$ cat src/rtl/taxi_pcie_us_cfg_ext_vsec.sv
// rtl/taxi_pcie_us_cfg_ext_vsec.sv - PCIe config-extension VSEC with scratch and mailbox registers
//
// Ports:
//   clk, rst                    - PCIe user clock, asynchronous active-high reset
//   cfg_ext_*                   - config-extension read/write requests and read response
//   m_mbox_data/valid/ready     - outbound mailbox word stream (valid/ready handshake)
//   scratch                     - current scratch register value
//
// Register map (dword offset from VSEC_REG, function FUNC_NUM only):
//   0 header, 1 VSEC header, 2 scratch, 3 mailbox, 4 status, 5 zero

module taxi_pcie_us_cfg_ext_vsec #(
    parameter logic [9:0]  VSEC_REG = 10'h0B0,
    parameter logic [11:0] NEXT_PTR = 12'h000,
    parameter logic [15:0] VSEC_ID  = 16'h1DED,
    parameter logic [3:0]  VSEC_REV = 4'h1,
    parameter logic [7:0]  FUNC_NUM = 8'h00
) (
    input  logic        clk,
    input  logic        rst,

    input  logic        cfg_ext_read_received,
    input  logic        cfg_ext_write_received,
    input  logic [9:0]  cfg_ext_register_number,
    input  logic [7:0]  cfg_ext_function_number,
    input  logic [31:0] cfg_ext_write_data,
    input  logic [3:0]  cfg_ext_write_byte_enable,
    output logic [31:0] cfg_ext_read_data,
    output logic        cfg_ext_read_data_valid,

    output logic [31:0] m_mbox_data,
    output logic        m_mbox_valid,
    input  logic        m_mbox_ready,
    output logic [31:0] scratch
);

    typedef enum logic {
        MBOX_IDLE = 1'b0,
        MBOX_FULL = 1'b1
    } mbox_state_t;

    mbox_state_t mbox_state;
    logic        overflow;
    logic [15:0] count;

    // Offset wraps for addresses below the base, so a single unsigned
    // compare rejects both sides of the window.
    logic [9:0]  offset;
    logic        hit;
    logic        wr_hit;
    logic        handshake;
    logic        mbox_wr;
    logic        ovf_set;
    logic        ovf_clr;
    logic [31:0] rd_mux;

    assign offset    = cfg_ext_register_number - VSEC_REG;
    assign hit       = (cfg_ext_function_number == FUNC_NUM) && (offset <= 10'd5);
    assign wr_hit    = cfg_ext_write_received && hit;

    assign m_mbox_valid = (mbox_state == MBOX_FULL);
    assign handshake    = m_mbox_valid && m_mbox_ready;

    // Mailbox and status act on whole words, gated by the low byte enable.
    assign mbox_wr = wr_hit && (offset == 10'd3) && cfg_ext_write_byte_enable[0];
    assign ovf_set = mbox_wr && m_mbox_valid && !m_mbox_ready;
    assign ovf_clr = wr_hit && (offset == 10'd4) && cfg_ext_write_byte_enable[0]
                     && cfg_ext_write_data[1];

    // Read data is taken from state before any same-cycle write lands.
    always_comb begin
        rd_mux = 32'h0;
        if (hit) begin
            case (offset)
                10'd0:   rd_mux = {NEXT_PTR, 4'h1, 16'h000B};
                10'd1:   rd_mux = {12'h018, VSEC_REV, VSEC_ID};
                10'd2:   rd_mux = scratch;
                10'd3:   rd_mux = m_mbox_data;
                10'd4:   rd_mux = {count, 14'h0, overflow, m_mbox_valid};
                default: rd_mux = 32'h0;
            endcase
        end
    end

    always_ff @(posedge clk or posedge rst) begin
        if (rst) begin
            cfg_ext_read_data       <= 32'h0;
            cfg_ext_read_data_valid <= 1'b0;
        end else begin
            cfg_ext_read_data_valid <= cfg_ext_read_received;
            if (cfg_ext_read_received) begin
                cfg_ext_read_data <= rd_mux;
            end
        end
    end

    always_ff @(posedge clk or posedge rst) begin
        if (rst) begin
            scratch <= 32'h0;
        end else if (wr_hit && (offset == 10'd2)) begin
            for (int i = 0; i < 4; i++) begin
                if (cfg_ext_write_byte_enable[i]) begin
                    scratch[i*8 +: 8] <= cfg_ext_write_data[i*8 +: 8];
                end
            end
        end
    end

    // Mailbox FSM: a write is accepted when the slot is empty or is being
    // drained in the same cycle; otherwise it is dropped and flagged.
    always_ff @(posedge clk or posedge rst) begin
        if (rst) begin
            mbox_state  <= MBOX_IDLE;
            m_mbox_data <= 32'h0;
            count       <= 16'h0;
        end else begin
            case (mbox_state)
                MBOX_IDLE: begin
                    if (mbox_wr) begin
                        m_mbox_data <= cfg_ext_write_data;
                        count       <= count + 16'd1;
                        mbox_state  <= MBOX_FULL;
                    end
                end
                MBOX_FULL: begin
                    if (mbox_wr && m_mbox_ready) begin
                        m_mbox_data <= cfg_ext_write_data;
                        count       <= count + 16'd1;
                    end else if (handshake) begin
                        mbox_state <= MBOX_IDLE;
                    end
                end
                default: mbox_state <= MBOX_IDLE;
            endcase
        end
    end

    // Set wins over a coincident write-one-to-clear.
    always_ff @(posedge clk or posedge rst) begin
        if (rst) begin
            overflow <= 1'b0;
        end else if (ovf_set) begin
            overflow <= 1'b1;
        end else if (ovf_clr) begin
            overflow <= 1'b0;
        end
    end

endmodule
$ cat config.mk
export PLATFORM = sky130hd
export DESIGN_NAME = taxi_pcie_us_cfg_ext_vsec
export DESIGN_NICKNAME = d
export VERILOG_FILES = /design/src/rtl/taxi_pcie_us_cfg_ext_vsec.sv
export SDC_FILE = /design/constraint.sdc
export NUM_CORES = 1
export LEC_CHECK = 0
export ABC_AREA = 1
export BUFFER_PORTS_ARGS = -buffer_cell sky130_fd_sc_hd__buf_2
export CORE_MARGIN = 3
export CORE_UTILIZATION = 51
export CTS_CLUSTER_DIAMETER = 120
export DETAILED_ROUTE_END_ITERATION = 16
export PLACE_DENSITY = 0.87
export SYNTH_ARGS = -nofsm -noshare
export SYNTH_HDL_FRONTEND = slang
export SYNTH_SLANG_ARGS = --single-unit
$ cat constraint.sdc
create_clock -name clk -period 3.68 [get_ports clk]
set_input_delay 0.368 -clock clk [delete_from_list [all_inputs] [get_ports clk]]
set_output_delay 0.368 -clock clk [all_outputs]
set_load 0.02 [all_outputs]
==> impl_metrics.env, run 1 <==
export IMPL_seqPwrFrac=0.416
export IMPL_grt_pass1_vias=5196
export IMPL_first_pass_iters=7
export IMPL_critPathSlowestCell="inv_1"
export IMPL_min_period_ns=2.25
export IMPL_numCtsBuffers=17
export IMPL_worst_setup_path_start_kind="register"
export IMPL_cp_arrival_ns=2.62
export IMPL_vias_per_cell=5.10
export IMPL_hold_ws_ns=0.108
export IMPL_holdBufCountCts=1
export IMPL_htreeDepth=4
export IMPL_path_common_cell="inv_1"
export IMPL_finalHoldViolations=0
export IMPL_avgSynthCellArea_um2=7.75
export IMPL_powerDensity_mw_per_mm2=435
export IMPL_cts_root_buf="clkbuf_8"
export IMPL_critPathCaptureType="register"
export IMPL_crit_chain="inv_1, nor2_1, inv_1, nand2_2, buf_4, xor2_1"
export IMPL_ctsLongestPathBuffers=2
export IMPL_clkSinkCount=115
export IMPL_yosys_warnings=0
export IMPL_die_x_um=110
export IMPL_fin_crit_sh=0.611
export IMPL_syn_num_nets=777
export IMPL_final_common_cell="nand2_1"
export IMPL_fin_nets=928
export IMPL_drt_iter0_markers=530
export IMPL_switching_share=0.225
export IMPL_die_h_um=110
export IMPL_grt_use_total=0.251
export IMPL_path_max_fanout=32
export IMPL_slew_violations=0
export IMPL_core_area_mm2=0.0105
export IMPL_cts_clk_slew_worst_paths_ns=0.06
export IMPL_routed_wl_um=14900
export IMPL_fp_row_count=37
export IMPL_antenna_found_initial=0
export IMPL_areaGrowthSynthToFinish_pct=25.8
export IMPL_tns_ns=0
export IMPL_relSlewSlack=0.201
export IMPL_switching_power_mw=0.685
export IMPL_placed_cells=984
export IMPL_place_gp_congestion=0.932
export IMPL_final_cell_mix="298 x nand2_1, 156 x buf_2, 115 x dfrtp_1"
export IMPL_synth_cell_type_count=25
export IMPL_worstMarginPinSlew_ns=1.20
export IMPL_diodes=0
export IMPL_grt_pass1_wl_um=25100
export IMPL_drv_cap=0
export IMPL_final_setup_viol_count=0
export IMPL_insertion_delay_ns=0.51
export IMPL_required_ns=4.05
export IMPL_ys_ff_latch=115
export IMPL_netlist_area_mm2=0.00556
export IMPL_boundaryPins=157
export IMPL_critPathMaxStageDelay_ns=0.61
export IMPL_syn_inst=717
export IMPL_portBuffers=156
export IMPL_power_frac_comb=0.034
export IMPL_initial_utilization=0.531
export IMPL_grt_max_degree=87
export IMPL_grt_overflow_total=0
export IMPL_max_freq_mhz=445
export IMPL_p_clk_frac=0.549
export IMPL_status="finished clean"
export IMPL_post_dp_hpwl_um=10200
export IMPL_vias=5189
export IMPL_ys_seq_area_frac=0.518
export IMPL_wl_per_cell_um=14.6
export IMPL_ctsResizeCount=0
export IMPL_post_route_util=0.669
export IMPL_cts_tree="yes"
export IMPL_leakagePower_nw=3.99
export IMPL_detail_route_antenna_nets=0
export IMPL_cts_setup_buffers=0
export IMPL_rsz0062_at_grt="false"
export IMPL_ir_drop_mv=0.232
export IMPL_fin_skew_ns=0.00966
export IMPL_fin_cells=1017
export IMPL_drc=0
export IMPL_critPathKind="reg -> reg"
export IMPL_hp_class="in -> async"
export IMPL_dieArea_mm2=0.0122
export IMPL_p_int_mw=2.36
export IMPL_drive_gt1_frac=0.255
## power by group through the flow
stage | Clock, mW | Combinational, mW | Sequential, mW
CTS | 1.69 | 0.107 | 1.27
global placement | 0 | 0.104 | 1.29
floorplan | 0 | 0.0525 | 1.29
global route | 1.76 | 0.120 | 1.27
finish | 1.67 | 0.105 | 1.27
detailed placement | 0 | 0.105 | 1.29
## Yosys cell counts
library cell	instances	area, um^2
a21oi_1	2	10.0
and2_1	1	6.26
buf_2	14	70.1
buf_4	3	22.5
buf_6	6	67.6
clkbuf_1	8	30.0
dfrtp_1	115	2880
ha_1	1	12.5
inv_1	81	304
inv_2	4	15.0
nand2_1	299	1120
nand3_1	57	285
nand3_2	6	60.1
nand3b_1	1	7.51
nand4_1	17	106
nor2_1	17	63.8
nor2_2	2	12.5
nor2_4	1	11.3
nor3_1	6	30.0
nor3_2	1	10.0
nor3b_2	1	12.5
o21ai_0	10	50.1
o21ai_1	50	250
o21ai_2	13	114
xor2_1	1	8.76
## cells by family (layout without fill, tap and decap cells)
kind of cell,count (synthesis),in the layout,share of synthesized area
compound gates,75,75,0.0763
xor+xnor,1,1,0.00158
fa+ha+maj,1,1,0.00225
buf+inv,116,280,0.0916
flops,115,115,0.518
simple gates,409,409,0.311
## state kept, by name (all words and copies together) (netlist names)
signal                   flops
count                       16
m_mbox_data                 32
cfg_ext_read_data           32
cfg_ext_read_data_valid      1
m_mbox_valid                 1
scratch                     32
overflow                     1
## cell type report
| type | instances | area, um^2 |
|---|---|---|
| multi-input combinational | 486 | 2190 |
| sequential | 115 | 2880 |
| fill | 910 | 3470 |
| clock inverter | 14 | 176 |
| clock buffer | 18 | 428 |
| timing repair buffer | 163 | 836 |
| tap | 136 | 170 |
| inverter | 85 | 322 |
## routing by layer
layer / GRT usage / part of all wire / wire [um]
met5: 0 / 0 / 0
met4: 0.0731 / 0.017 / 246
met3: 0.0619 / 0.073 / 1090
met2: 0.420 / 0.49 / 7230
met1: 0.326 / 0.42 / 6290
## critical path, delay by kind of cell, from the launching register on
kind	cells	cell delay, ns
simple gates	2	0.45
xor+xnor	1	0.19
flops	1	0.40
buf+inv	3	1.05
## stage by stage
stage	area (um^2)	setup WS (ns)	power (mW)
floorplan	5560	0.268	1.34
global route	7000	1.22	3.15
detailed placement	6380	1.01	1.39
CTS	7000	1.44	3.06
finish	7000	1.43	3.04
global placement	6380	1.05	1.39
## final timing paths
kind | cells past startpoint | from | endpoint | slack [ns]
hold / removal | 2 | rst | cfg_ext_read_data[12] | 0.11
max in group asynchronous | 3 | rst | m_mbox_data[28] | 2.68
min in group clk | 3 | cfg_ext_write_data[20] | m_mbox_data[20] | 0.11
setup reg to reg | 6 | m_mbox_valid | count[0] | 1.43
setup / recovery | 6 | m_mbox_valid | count[0] | 1.43
hold reg to reg | 2 | cfg_ext_read_data[15] | cfg_ext_read_data[15] | 0.47
Note: power is estimated with default switching activity, not from simulation.
==> inputs of run 2 (changes only) <==
ABC_AREA = 0   (was 1)
PLACE_DENSITY = 0.88   (was 0.87)
clock period = 2.3 ns   (was 3.68 ns; I/O delays follow)
==> run 2 against run 1 <==
Compared with the run above:
- synthesized area is 2.5% lower
- count of clock-buffer cells in the layout is 2 higher
- wire length grew 15%
- critical endpoint is now m_mbox_data[4]
- largest cell class unchanged
==> impl_metrics.env, run 2 <==
export IMPL_grt_pass1_wl_um=26500
export IMPL_final_fill_count=644
export IMPL_grt_max_degree=42
export IMPL_crit_start="m_mbox_valid"
export IMPL_antenna_found_initial=0
export IMPL_fin_nets=708
export IMPL_post_dp_hpwl_um=10800
export IMPL_max_freq_mhz=470
export IMPL_async_flop_share=1.00
export IMPL_critPathSlowestCell="or3b_2"
export IMPL_fin_area_mm2=0.00735
export IMPL_synth_edff_count=0
export IMPL_wl_per_cell_um=21.4
export IMPL_final_cell_mix="156 x buf_2, 115 x dfrtp_1, 37 x mux2_2"
export IMPL_insertion_delay_ns=0.54
export IMPL_clkSinkCount=115
export IMPL_synth_cell_type_count=43
export IMPL_holdBufCountCts=33
export IMPL_fin_crit_sh=0.924
export IMPL_fin_skew_ns=0.00862
export IMPL_fp_row_count=37
export IMPL_critPathMaxStageDelay_ns=0.47
export IMPL_diodes=0
export IMPL_drc=0
export IMPL_top_regs="cfg_ext_read_data (32), m_mbox_data (32), scratch (32)"
export IMPL_syn_num_nets=502
export IMPL_critPathCaptureType="register"
export IMPL_place_gp_congestion=0.865
export IMPL_rsz0062_at_grt="false"
export IMPL_drive_gt1_frac=0.430
export IMPL_total_power_mw=4.78
export IMPL_die_x_um=109
export IMPL_powerDensity_mw_per_mm2=651
export IMPL_htreeDepth=4
export IMPL_ys_ff_latch=115
export IMPL_cp_arrival_ns=2.54
export IMPL_boundaryPins=157
export IMPL_place_area_mm2=0.00646
export IMPL_worstMarginPinSlew_ns=1.13
export IMPL_slew_violations=0
export IMPL_finalHoldViolations=0
export IMPL_final_common_cell="buf_2"
export IMPL_status="finished clean"
export IMPL_relSlewSlack=0.246
export IMPL_path_max_fanout=27
export IMPL_netlist_area_mm2=0.00542
export IMPL_yosys_warnings=0
export IMPL_vias=4763
export IMPL_hp_class="in -> reg"
export IMPL_timing_rr_start="m_mbox_valid"
export IMPL_crit_chain="nand2b_1, or3b_2, or3_2, buf_12, mux2_4"
export IMPL_path_delay_family="simple AND/OR/NAND/NOR gates"
export IMPL_worstHoldStart="cfg_ext_read_received"
export IMPL_required_ns=2.72
export IMPL_synthTopCellsByArea="dfrtp_1 53%, mux2_4 8.0%, mux2_2 7.7%"
export IMPL_detail_route_antenna_nets=0
export IMPL_ys_seq_area_frac=0.531
export IMPL_cts_setup_buffers=0
export IMPL_core_area_mm2=0.0103
export IMPL_crit_buf_inv=1
export IMPL_cts_tree="yes"
export IMPL_worst_setup_path_start_kind="register"
export IMPL_synth_top_area_cell="dfrtp_1"
export IMPL_portBuffers=156
export IMPL_ir_drop_mv=0.497
export IMPL_routed_wl_um=17000
export IMPL_drt_iter0_markers=469
export IMPL_numCtsBuffers=17
export IMPL_vias_per_cell=5.98
export IMPL_ctsLongestPathBuffers=2
export IMPL_grt_use_total=0.300
export IMPL_drv_cap=0
export IMPL_synthTopCellsByCount="115 x dfrtp_1, 37 x mux2_2, 29 x mux2_4"
export IMPL_dieArea_mm2=0.0119
export IMPL_areaGrowthSynthToFinish_pct=35.6
export IMPL_critPathKind="reg -> reg"
export IMPL_grt_pass1_vias=4906
export IMPL_post_route_util=0.712
export IMPL_die_h_um=109
export IMPL_syn_inst=442
export IMPL_grt_overflow_total=0
export IMPL_initial_utilization=0.525
export IMPL_yosysMostFrequentCell="dfrtp_1"
export IMPL_ctsResizeCount=0
export IMPL_cts_clk_slew_worst_paths_ns=0.06
export IMPL_synth_main_ff_cell="dfrtp_1"
export IMPL_avgSynthCellArea_um2=12.3
export IMPL_final_setup_viol_count=0
export IMPL_cts_root_buf="clkbuf_8"
export IMPL_min_period_ns=2.13
export IMPL_leakagePower_nw=3.94
export IMPL_synth_top_area_frac=0.531
export IMPL_first_pass_iters=6
[run 2: worst paths after layout]
| path | end | slack [ns] | depth (start not counted) |
|---|---|---|---|
| hold / removal | cfg_ext_read_data_valid | 0.03 | 1 |
| hold reg to reg | cfg_ext_read_data[1] | 0.49 | 2 |
| setup / recovery | m_mbox_data[4] | 0.17 | 5 |
| max in group asynchronous | scratch[26] | 1.17 | 4 |
| min in group asynchronous | cfg_ext_read_data[7] | 0.44 | 3 |
| setup reg to reg | m_mbox_data[4] | 0.17 | 5 |
[run 2: power by group]
group | internal (mW) | switching [mW]
Combinational | 0.119 | 0.156
Sequential | 2.03 | 0.000198
Clock | 1.51 | 0.968
Total | 3.66 | 1.12
[run 2: metrics by stage]
step	setup TNS, ns	hold slack (ns)	setup WS (ns)	instances
after global placement	-6.48	0.447	-0.206	732
after floorplan	-5.63	0.261	-0.187	442
after CTS	0	0.0212	0.178	797
final	0	0.0293	0.174	797
after global routing	0	0.0325	0.122	797
after detailed placement	-8.34	0.458	-0.253	732
[run 2: cell families (layout without fill, tap and decap cells)]
kind of cell	count (synthesis)	count (layout)	share of synthesized area
flops	115	115	0.531
simple gates	108	108	0.120
mux	87	87	0.196
compound gates	69	69	0.0836
buf+inv	47	266	0.0434
xor+xnor	15	15	0.0242
fa+ha+maj	1	1	0.00231
[run 2: per-layer routing]
metal | vias up | track usage | routed length, um
met4 | 0 | 0.152 | 696
met5 | - | 0 | 0
met1 | 2284 | 0.362 | 5930
li1 | 2039 | - | -
met3 | 74 | 0.0924 | 1750
met2 | 366 | 0.483 | 8680
[run 2: area by class of cell]
type                       instances  area [um^2]  share of cell area
multi-input combinational        280         2310               0.315
inverter                          20         78.8              0.0107
tap                              136          170              0.0231
clock inverter                    12          106              0.0145
sequential                       115         2880               0.391
clock buffer                      20          455              0.0619
timing repair buffer             214         1350               0.183
==> inputs of run 3 (changes only) <==
CTS_BUF_LIST = sky130_fd_sc_hd__clkbuf_4 sky130_fd_sc_hd__clkbuf_8   (was default)
==> run 3 against run 2 <==
Compared with the run above:
- the run now ends with hold timing left
- critical path depth increased by 1
- flip-flop and latch count unchanged
- die area unchanged
- wire length decreased by 10%
- clock skew increased by 0.0090 ns
- critical endpoint is now m_mbox_data[16]
- largest cell class unchanged
- highest routed layer unchanged
==> impl_metrics.env, run 3 (synthesis results as in run 2) <==
export IMPL_critPathKind="in -> reg"
export IMPL_numCtsBuffers=17
export IMPL_p_int_mw=3.04
export IMPL_holdBufCountCts=0
export IMPL_grt_use_total=0.260
export IMPL_critPathCaptureType="register"
export IMPL_final_cell_mix="156 x buf_2, 115 x dfrtp_1, 37 x mux2_2"
export IMPL_drc=0
export IMPL_first_pass_iters=5
export IMPL_max_freq_mhz=465
export IMPL_core_area_mm2=0.0103
export IMPL_clkSinkCount=115
export IMPL_worst_setup_path_start_kind="input pin"
export IMPL_ctsLongestPathBuffers=2
export IMPL_antenna_found_initial=0
export IMPL_place_area_mm2=0.00646
export IMPL_power_frac_comb=0.055
export IMPL_powerDensity_mw_per_mm2=591
export IMPL_fin_skew_ns=0.0177
export IMPL_leakagePower_nw=3.72
export IMPL_die_h_um=109
export IMPL_drive_gt1_frac=0.452
export IMPL_routed_wl_um=15300
export IMPL_switching_share=0.248
export IMPL_final_common_cell="buf_2"
export IMPL_final_fill_count=749
export IMPL_final_setup_viol_count=0
export IMPL_fp_row_count=37
export IMPL_initial_utilization=0.525
export IMPL_p_clk_frac=0.444
export IMPL_post_dp_hpwl_um=10800
export IMPL_fin_crit_sh=0.934
export IMPL_seqPwrFrac=0.500
export IMPL_required_ns=2.61
export IMPL_relSlewSlack=0.319
export IMPL_post_route_util=0.663
export IMPL_critPathMaxStageDelay_ns=0.59
export IMPL_cp_arrival_ns=2.46
export IMPL_diodes=0
export IMPL_cts_setup_buffers=0
export IMPL_portBuffers=156
export IMPL_status="complete, but fails checks"
export IMPL_boundaryPins=157
export IMPL_drv_cap=0
export IMPL_grt_max_degree=42
export IMPL_htreeDepth=4
export IMPL_violations="hold timing"
export IMPL_hold_ws_ns=-0.0175
export IMPL_fin_nets=675
export IMPL_grt_pass1_vias=4525
export IMPL_min_period_ns=2.15
export IMPL_place_gp_congestion=0.865
export IMPL_critPathSlowestCell="or4_1"
export IMPL_fin_area_mm2=0.00684
export IMPL_switching_power_mw=1.00
export IMPL_ir_drop_mv=0.323
export IMPL_top_regs="cfg_ext_read_data (32), m_mbox_data (32), scratch (32)"
export IMPL_finalHoldViolations=31
export IMPL_vias_per_cell=5.85
export IMPL_insertion_delay_ns=0.43
export IMPL_crit_chain="buf_2, or4_1, or4_1, or3_2, buf_12, mux2_4"
export IMPL_slew_violations=0
export IMPL_hp_class="in -> async"
export IMPL_cts_tree="yes"
export IMPL_path_delay_family="simple AND/OR/NAND/NOR gates"
export IMPL_rsz0062_at_grt="false"
export IMPL_grt_overflow_total=0
export IMPL_cts_clk_slew_worst_paths_ns=0.08
export IMPL_die_x_um=109
export IMPL_cts_root_buf="clkbuf_8"
export IMPL_path_common_cell="or4_1"
export IMPL_r2r_setup_slack_ns=0.19
export IMPL_worstMarginPinSlew_ns=1.02
export IMPL_wl_per_cell_um=20.0
export IMPL_detail_route_antenna_nets=0
export IMPL_dieArea_mm2=0.0119
export IMPL_crit_buf_inv=2
export IMPL_grt_pass1_wl_um=23500
export IMPL_vias=4467
export IMPL_areaGrowthSynthToFinish_pct=26.2
export IMPL_drt_iter0_markers=383
export IMPL_path_max_fanout=27
export IMPL_ctsResizeCount=0
run 3: area by class of cell:
class / count / area (um^2) / area share
multi-input combinational: 280 / 2310 / 0.338
tap: 136 / 170 / 0.0249
clock buffer: 20 / 275 / 0.0402
sequential: 115 / 2880 / 0.421
clock inverter: 12 / 106 / 0.0155
timing repair buffer: 181 / 1020 / 0.149
inverter: 20 / 78.8 / 0.0115
run 3: power by group through the flow:
stage | logic (mW) | clock network, mW | registers, mW
CTS | 0.222 | 1.80 | 2.02
global placement | 0.212 | 0 | 2.06
floorplan | 0.104 | 0 | 2.06
finish | 0.224 | 1.80 | 2.02
global route | 0.243 | 1.90 | 2.02
detailed placement | 0.220 | 0 | 2.06
run 3: layer usage:
layer	wire [um]	global-route usage	vias up
li1	-	-	1961
met1	5860	0.329	2216
met2	7720	0.423	242
met3	1250	0.0657	48
met4	454	0.114	0
met5	0	0	-
run 3: through the flow:
| stage | cells | setup TNS, ns | setup slack (ns) | total power, mW |
|---|---|---|---|---|
| final | 764 | 0 | 0.151 | 4.04 |
| after floorplan | 442 | -5.63 | -0.187 | 2.17 |
| after global routing | 764 | 0 | 0.146 | 4.16 |
| after CTS | 764 | 0 | 0.195 | 4.04 |
| after global placement | 732 | -6.48 | -0.206 | 2.27 |
| after detailed placement | 732 | -8.34 | -0.253 | 2.28 |
run 3: final timing paths:
path,start,end,cells after the start
setup / recovery,cfg_ext_function_number[1],m_mbox_data[16],6
min in group clk,cfg_ext_write_data[9],m_mbox_data[9],2
max in group asynchronous,rst,count[9],3
hold / removal,rst,cfg_ext_read_data[7],2
hold reg to reg,cfg_ext_read_data[1],cfg_ext_read_data[1],2
setup reg to reg,m_mbox_valid,m_mbox_data[16],5
